$ cat src/rtl/gpio_pad_pkg.sv
// Shared mode encodings and the per-pin mode-to-pad-drive mapping for the GPIO pad bank.
package gpio_pad_pkg;

    localparam logic [1:0] MODE_INPUT     = 2'b00;
    localparam logic [1:0] MODE_PUSHPULL  = 2'b01;
    localparam logic [1:0] MODE_OPENDRAIN = 2'b10;

    typedef struct packed {
        logic o;
        logic t;
    } pad_drive_t;

    // Open-drain only ever pulls low; the high level comes from the external pull-up.
    function automatic pad_drive_t pad_drive(input logic [1:0] mode,
                                             input logic       wr,
                                             input logic       we);
        pad_drive_t d;
        d.o = 1'b0;
        d.t = 1'b1;
        case (mode)
            MODE_PUSHPULL: begin
                d.o = wr;
                d.t = ~we;
            end
            MODE_OPENDRAIN: begin
                d.o = 1'b0;
                d.t = ~(we & ~wr);
            end
            default: begin
                d.o = 1'b0;
                d.t = 1'b1;
            end
        endcase
        return d;
    endfunction

endpackage

$ cat src/rtl/gpio_pad_filter.sv
// One pin's input synchroniser and glitch filter: a level is accepted only after it
// has differed from the filtered value for N consecutive synchronised samples.
module gpio_pad_filter
    import gpio_pad_pkg::*;
#(
    parameter int SYNC_STAGES = 2,
    parameter int FILTER_BITS = 4
) (
    input  logic                   clk_i,
    input  logic                   rst_ni,
    input  logic                   pad_i,
    input  logic [FILTER_BITS-1:0] thresh_i,
    output logic                   filt_o
);

    logic [SYNC_STAGES-1:0] sync_q;
    logic                   sync_s;
    logic                   filt_q, filt_d;
    logic [FILTER_BITS-1:0] cnt_q, cnt_d;
    logic [FILTER_BITS-1:0] last_cnt;

    assign sync_s = sync_q[SYNC_STAGES-1];
    assign filt_o = filt_q;

    // A threshold of 0 behaves as 1; >= lets a lowered threshold fire on the next differing sample.
    always_comb begin
        last_cnt = (thresh_i == '0) ? '0 : thresh_i - FILTER_BITS'(1);
        filt_d   = filt_q;
        cnt_d    = cnt_q;
        if (sync_s == filt_q) begin
            cnt_d = '0;
        end else if (cnt_q >= last_cnt) begin
            filt_d = sync_s;
            cnt_d  = '0;
        end else begin
            cnt_d = cnt_q + FILTER_BITS'(1);
        end
    end

    always_ff @(posedge clk_i or negedge rst_ni) begin
        if (!rst_ni) begin
            sync_q <= '0;
            filt_q <= 1'b0;
            cnt_q  <= '0;
        end else begin
            sync_q <= {sync_q[SYNC_STAGES-2:0], pad_i};
            filt_q <= filt_d;
            cnt_q  <= cnt_d;
        end
    end

endmodule

$ cat src/rtl/gpio_pad_bank.sv
// GPIO pad bank: registered IOBUF drive per pin mode, filtered pad readback and
// sticky edge interrupts with a combined registered interrupt line.
module gpio_pad_bank
    import gpio_pad_pkg::*;
#(
    parameter int WIDTH       = 8,
    parameter int SYNC_STAGES = 2,
    parameter int FILTER_BITS = 4
) (
    input  logic                   io_sys_clock,
    input  logic                   io_sys_reset,
    input  logic [WIDTH-1:0]       pins_write,
    input  logic [WIDTH-1:0]       pins_writeEnable,
    output logic [WIDTH-1:0]       pins_read,
    input  logic [2*WIDTH-1:0]     cfg_mode,
    input  logic [FILTER_BITS-1:0] cfg_filter,
    input  logic [WIDTH-1:0]       cfg_irq_rise,
    input  logic [WIDTH-1:0]       cfg_irq_fall,
    input  logic [WIDTH-1:0]       irq_clear,
    output logic [WIDTH-1:0]       irq_pending,
    output logic                   irq,
    input  logic [WIDTH-1:0]       pad_i,
    output logic [WIDTH-1:0]       pad_o,
    output logic [WIDTH-1:0]       pad_t
);

    logic [WIDTH-1:0] filt;
    logic [WIDTH-1:0] filt_d_q;
    logic [WIDTH-1:0] pad_o_q, pad_o_d;
    logic [WIDTH-1:0] pad_t_q, pad_t_d;
    logic [WIDTH-1:0] pend_q, pend_d;
    logic             irq_q, irq_d;
    logic [WIDTH-1:0] rise, fall, set;

    for (genvar g = 0; g < WIDTH; g++) begin : g_pin
        gpio_pad_filter #(
            .SYNC_STAGES(SYNC_STAGES),
            .FILTER_BITS(FILTER_BITS)
        ) u_filter (
            .clk_i   (io_sys_clock),
            .rst_ni  (io_sys_reset),
            .pad_i   (pad_i[g]),
            .thresh_i(cfg_filter),
            .filt_o  (filt[g])
        );

        assign {pad_o_d[g], pad_t_d[g]} =
            pad_drive(cfg_mode[2*g +: 2], pins_write[g], pins_writeEnable[g]);
    end

    // A set on the same edge as its clear wins, so no edge is ever lost.
    always_comb begin
        rise   = filt & ~filt_d_q;
        fall   = ~filt & filt_d_q;
        set    = (rise & cfg_irq_rise) | (fall & cfg_irq_fall);
        pend_d = (pend_q & ~irq_clear) | set;
        irq_d  = |pend_d;
    end

    always_ff @(posedge io_sys_clock or negedge io_sys_reset) begin
        if (!io_sys_reset) begin
            pad_o_q  <= '0;
            pad_t_q  <= '1;
            filt_d_q <= '0;
            pend_q   <= '0;
            irq_q    <= 1'b0;
        end else begin
            pad_o_q  <= pad_o_d;
            pad_t_q  <= pad_t_d;
            filt_d_q <= filt;
            pend_q   <= pend_d;
            irq_q    <= irq_d;
        end
    end

    assign pins_read   = filt;
    assign pad_o       = pad_o_q;
    assign pad_t       = pad_t_q;
    assign irq_pending = pend_q;
    assign irq         = irq_q;

endmodule

$ cat config.mk
export PLATFORM = sky130hd
export DESIGN_NAME = gpio_pad_bank
export DESIGN_NICKNAME = d
export VERILOG_FILES = /design/src/rtl/gpio_pad_pkg.sv /design/src/rtl/gpio_pad_filter.sv /design/src/rtl/gpio_pad_bank.sv
export SDC_FILE = /design/constraint.sdc
export NUM_CORES = 1
export LEC_CHECK = 0
export CAP_MARGIN = 20
export CORE_ASPECT_RATIO = 1.75
export CORE_MARGIN = 1.5
export CORE_UTILIZATION = 45
export DETAILED_ROUTE_END_ITERATION = 7
export GPL_TIMING_DRIVEN = 0
export PLACE_DENSITY = 0.69
export SLEW_MARGIN = 10
export SYNTH_ARGS = -nofsm -noshare
export SYNTH_HDL_FRONTEND = slang
export SYNTH_SLANG_ARGS = --single-unit
$ cat constraint.sdc
create_clock -name io_sys_clock -period 1.7 [get_ports io_sys_clock]
set_input_delay 0.255 -clock io_sys_clock [delete_from_list [all_inputs] [get_ports io_sys_clock]]
set_output_delay 0.255 -clock io_sys_clock [all_outputs]
set_load 0.05 [all_outputs]
==> impl_table.tex <==
\begin{tabular}{lr}
\hline
Metric & Value \\
\hline
\multicolumn{2}{l}{\textbf{Clocking}} \\
\quad H-tree levels & 3 \\
\quad Clock edge transition at the registers on the reported setup and hold paths & 0.06 ns \\
\quad Clock network latency to the later pin of the worst-skew pair & 0.33 ns \\
\quad CTS tree & yes \\
\quad Inserted Clock Buffers & 9 \\
\quad Cell at the root of the clock tree & clkbuf\_16 \\
\quad Buffer depth of the longest clock path & 2 \\
\quad Sinks on Clock Net & 89 \\
\multicolumn{2}{l}{\textbf{Timing}} \\
\quad Final worst-path cycle share & 96.01\% \\
\quad Total of endpoints with negative setup slack in the final report & 0 \\
\quad Summed negative setup slack over all endpoints & 0 ns \\
\quad Number of hold-slack violations in the final timing report & 0 \\
\quad Final Max Tran Viols & 0 \\
\quad Achievable Freq & 0.6127 GHz \\
\quad Slew headroom & 66.11\% \\
\quad Slew at the pin closest to its max-slew limit & 0.5104 ns \\
\quad Period minus WS final & 1.632 ns \\
\quad RSZ-0062 raised after global routing & no \\
\quad Max Clock Skew & 0.002651 ns \\
\multicolumn{2}{l}{\textbf{Place}} \\
\quad Post-detailed-placement half-perimeter wirelength & 6269 µm \\
\quad Buffers added on ports & 102 \\
\quad Number of instances in the placed design & 614 \\
\quad RD Place Congestion & 0.7145 \\
\quad Placed standard-cell area & 5674 µm² \\
\multicolumn{2}{l}{\textbf{Routing}} \\
\quad Remaining DRCs & 0 \\
\quad Number of routed nets with antenna violations & 0 \\
\quad Final routed wirelength across all metal layers & 8300 µm \\
\quad Initial drt markers & 101 \\
\quad Via density per instance & 4.896 \\
\quad Total iterations of the first detailed-routing run & 4 \\
\quad Detail-routed net length per standard cell & 13.03 µm \\
\quad Vias & 3,119 \\
\multicolumn{2}{l}{\textbf{Yosys}} \\
\quad Most area-consuming cells after synthesis & dfrtp\_1, ha\_1, dfstp\_2 \\
\quad Number of synthesized register bits & 89 \\
\quad Share of the synthesized area in the top cell type & 45.47\% \\
\quad Number of warnings reported in the yosys synthesis log & 0 \\
\quad Largest area contributor in the netlist & dfrtp\_1 \\
\quad Commonest cells post-synth & dfrtp\_1, ha\_1, nor2\_1 \\
\quad Most used DFF post-synth & dfrtp\_1 \\
\quad Count leader, synth & dfrtp\_1 \\
\quad Number of instances in the synthesized netlist & 389 \\
\quad Seq/Total Area, Yosys & 50.18\% \\
\quad Async set-reset flop share out of synthesis & 100.0\% \\
\quad Average instance area after synthesis & 11.46 µm² \\
\quad Syn\_nets & 515 \\
\quad Post-synthesis instance area & 4458 µm² \\
\quad EDFF count, synth & 0 \\
\quad Number of distinct standard cells referenced by the synthesized netlist & 27 \\
\multicolumn{2}{l}{\textbf{Run status}} \\
\quad Status & finished clean \\
\multicolumn{2}{l}{\textbf{Cells and area}} \\
\quad Post-synthesis to final-layout area growth & 35.05\% \\
\quad FF+latch area & 2237 µm² \\
\quad Fraction of layout instances using a drive strength above 1 & 19.03\% \\
\quad Net count, final & 636 \\
\quad Antenna diode count & 0 \\
\quad Number of cells in the finished layout apart from fillers & 637 \\
\quad Area of all placed cells without fillers & 6021 µm² \\
\quad Filler cell count in the final layout & 814 \\
\quad Multi-input logic area & 2069 µm² \\
\multicolumn{2}{l}{\textbf{Power}} \\
\quad Sequential Power Share & 37.3\% \\
\quad Internal power contribution & 5.235 mW \\
\quad Leakage & 2.938 nW \\
\quad Power density normalized to cell area & 1380 nW/µm² \\
\quad Switching Fraction & 36.99\% \\
\quad Combinational group share of total power & 39.9\% \\
\quad Clock power share & 22.8\% \\
\quad Worst VDD drop & 0.0006129 V \\
\quad Post-layout total power & 8.308 mW \\
\quad Net switching power figure & 3.073 mW \\
\multicolumn{2}{l}{\textbf{Floorplan}} \\
\quad Core Box Area & 9527 µm² \\
\quad Initial Utilization & 46.80\% \\
\quad I/O pins & 103 \\
\quad DIE HEIGHT & 134.7 µm \\
\quad Placement Rows & 47 \\
\quad Width of the chip & 78.24 µm \\
\quad Area enclosed by the die boundary & 10,540 µm² \\
\multicolumn{2}{l}{\textbf{Worst setup path}} \\
\quad Critical Path Source Type & primary input \\
\quad CP Data Required Time & 1.92 ns \\
\quad Buf/Inv on CP & 1 \\
\quad CP delay by family, top & multiplexers \\
\quad Largest fanout on the critical path & 8 \\
\quad Maximum single-stage delay on the critical path & 0.35 ns \\
\quad Type of the worst setup path & primary input to register \\
\quad CP max stage cell & mux2\_4 \\
\quad WP data arrival & 1.85 ns \\
\quad Sequence of cells on the critical path & buf\_2 -> nor2\_4 -> nand2\_1 -> mux2\_4 -> ha\_1 -> nand2\_1 -> o21ai\_2 -> mux2\_4 \\
\quad Critical path endpoint category & register \\
\multicolumn{2}{l}{\textbf{Global routing}} \\
\quad Global-route usage over all layers & 17.21\% \\
\quad Via count of the first global-routing pass & 3,276 \\
\quad Antenna violations before repair & 0 \\
\quad Pin count of the biggest net entering global routing & 68 \\
\quad Residual overflow from global routing & 0 \\
\quad First-pass GRT wire length & 14,030 µm \\
\multicolumn{2}{l}{\textbf{Hold path}} \\
\quad Path type of the worst min-delay path & register to register \\
\multicolumn{2}{l}{\textbf{Run}} \\
\quad Max\_cap viols & 0 \\
\hline
\end{tabular}
==> power by group through the flow <==
| stage | clock, mW | combinational [mW] | sequential, mW |
|---|---|---|---|
| final | 1.90 | 3.32 | 3.09 |
| after global routing | 2.03 | 3.62 | 3.18 |
| after CTS | 1.96 | 3.35 | 3.11 |
| after detailed placement | 0 | 3.43 | 3.15 |
| after global placement | 0 | 3.32 | 3.11 |
| after floorplan | 0 | 2.02 | 3.49 |
==> registers in the layout, summed over array words and instances (netlist names) <==
name	count
irq_pending	8
pad_t	8
g_pin.u_filter.sync_q	16
g_pin.u_filter.filt_o	8
g_pin.u_filter.cnt_q	32
irq	1
filt_d_q	8
pad_o	8
==> timing repair <==
action / CTS / global route
pin swaps: 6 / 5
setup buffers: 4 / 2
endpoints found under the setup margin: 73 / 45
hold buffers: 1 / 0
gates resized for setup: 61 / 13
endpoints found under the hold margin: 20 / 0
==> layer usage <==
| layer | track usage, % | share of wire [%] | wire (µm) | vias to the layer above |
|---|---|---|---|---|
| li1 | - | - | - | 1533 |
| met1 | 16.24 | 35 | 2890 | 1498 |
| met2 | 33.82 | 58 | 4808 | 75 |
| met3 | 3.784 | 4.8 | 395 | 13 |
| met4 | 8.433 | 2.5 | 207 | 0 |
| met5 | 0 | 0 | 0 | - |
==> area by class of cell <==
cell class | instances | share of cell area (%)
sequential | 89 | 37.16
timing repair buffer | 110 | 17.50
buffer | 8 | 0.9975
clock buffer | 14 | 4.717
tap | 122 | 2.535
clock inverter | 2 | 0.1663
inverter | 41 | 2.556
multi-input combinational | 251 | 34.37
==> placed cells by master (no fill, tap or decap), types with 9 or more instances in the layout <==
cell type | Yosys | routed
buf_4 | 8 | 13
dlygate4sd2_1 | 0 | 25
ha_1 | 56 | 56
nor2_1 | 43 | 41
inv_1 | 41 | 41
clkbuf_16 | 0 | 9
dfrtp_1 | 81 | 81
clkdlybuf4s50_1 | 0 | 64
nand2_1 | 26 | 26
a21oi_1 | 17 | 16
xor2_1 | 16 | 16
mux2_4 | 8 | 9
==> cells by family after synthesis <==
| logic type | share of synthesized area, % |
|---|---|
| adder cells (fa/ha/maj) | 15.72 |
| XOR/XNOR | 4.715 |
| AO/OA/AOI/OAI | 8.757 |
| multiplexers | 2.947 |
| flip-flops | 50.18 |
| buffers and inverters | 4.799 |
| AND/OR/NAND/NOR | 12.88 |
==> path summary, 6_finish.rpt <==
| path | from | to | slack, ns | cells past startpoint |
|---|---|---|---|---|
| worst max-delay path | cfg_filter[0] | g_pin[0].u_filter.filt_o | 0.07 | 8 |
| worst min-delay path | g_pin[4].u_filter.sync_q[0] | g_pin[4].u_filter.sync_q[1] | 0.35 | 0 |
| worst max register to register | g_pin[0].u_filter.cnt_q[0] | g_pin[0].u_filter.filt_o | 0.13 | 6 |
| worst min register to register | g_pin[4].u_filter.sync_q[0] | g_pin[4].u_filter.sync_q[1] | 0.35 | 0 |
| max in group asynchronous | io_sys_reset | pad_t[7] | 0.68 | 3 |
| min in group asynchronous | io_sys_reset | pad_o[2] | 0.36 | 2 |
==> worst reg2reg max path: cells and delay by family, from the launching register on <==
family / cells / cell delay, ns
DFF: 1 / 0.40
muxes: 1 / 0.30
adders and majority gates: 1 / 0.28
AOI/OAI and AO/OA: 2 / 0.27
and+or+nand+nor: 1 / 0.15
buffers and inverters: 1 / 0.06
==> metrics by stage <==
stage          util [%]  setup slack [ns]  hold WS, ns
2_1_floorplan         -           0.01199     -0.04059
3_3_place_gp      59.30            -2.787       0.3315
3_5_place_dp      59.56           -0.9923       0.1794
4_1_cts           63.37          -0.02258       0.3431
5_1_grt           63.20           0.01811       0.3495
6_report          63.20           0.06785       0.3483
(Power assumes the default switching activity.)
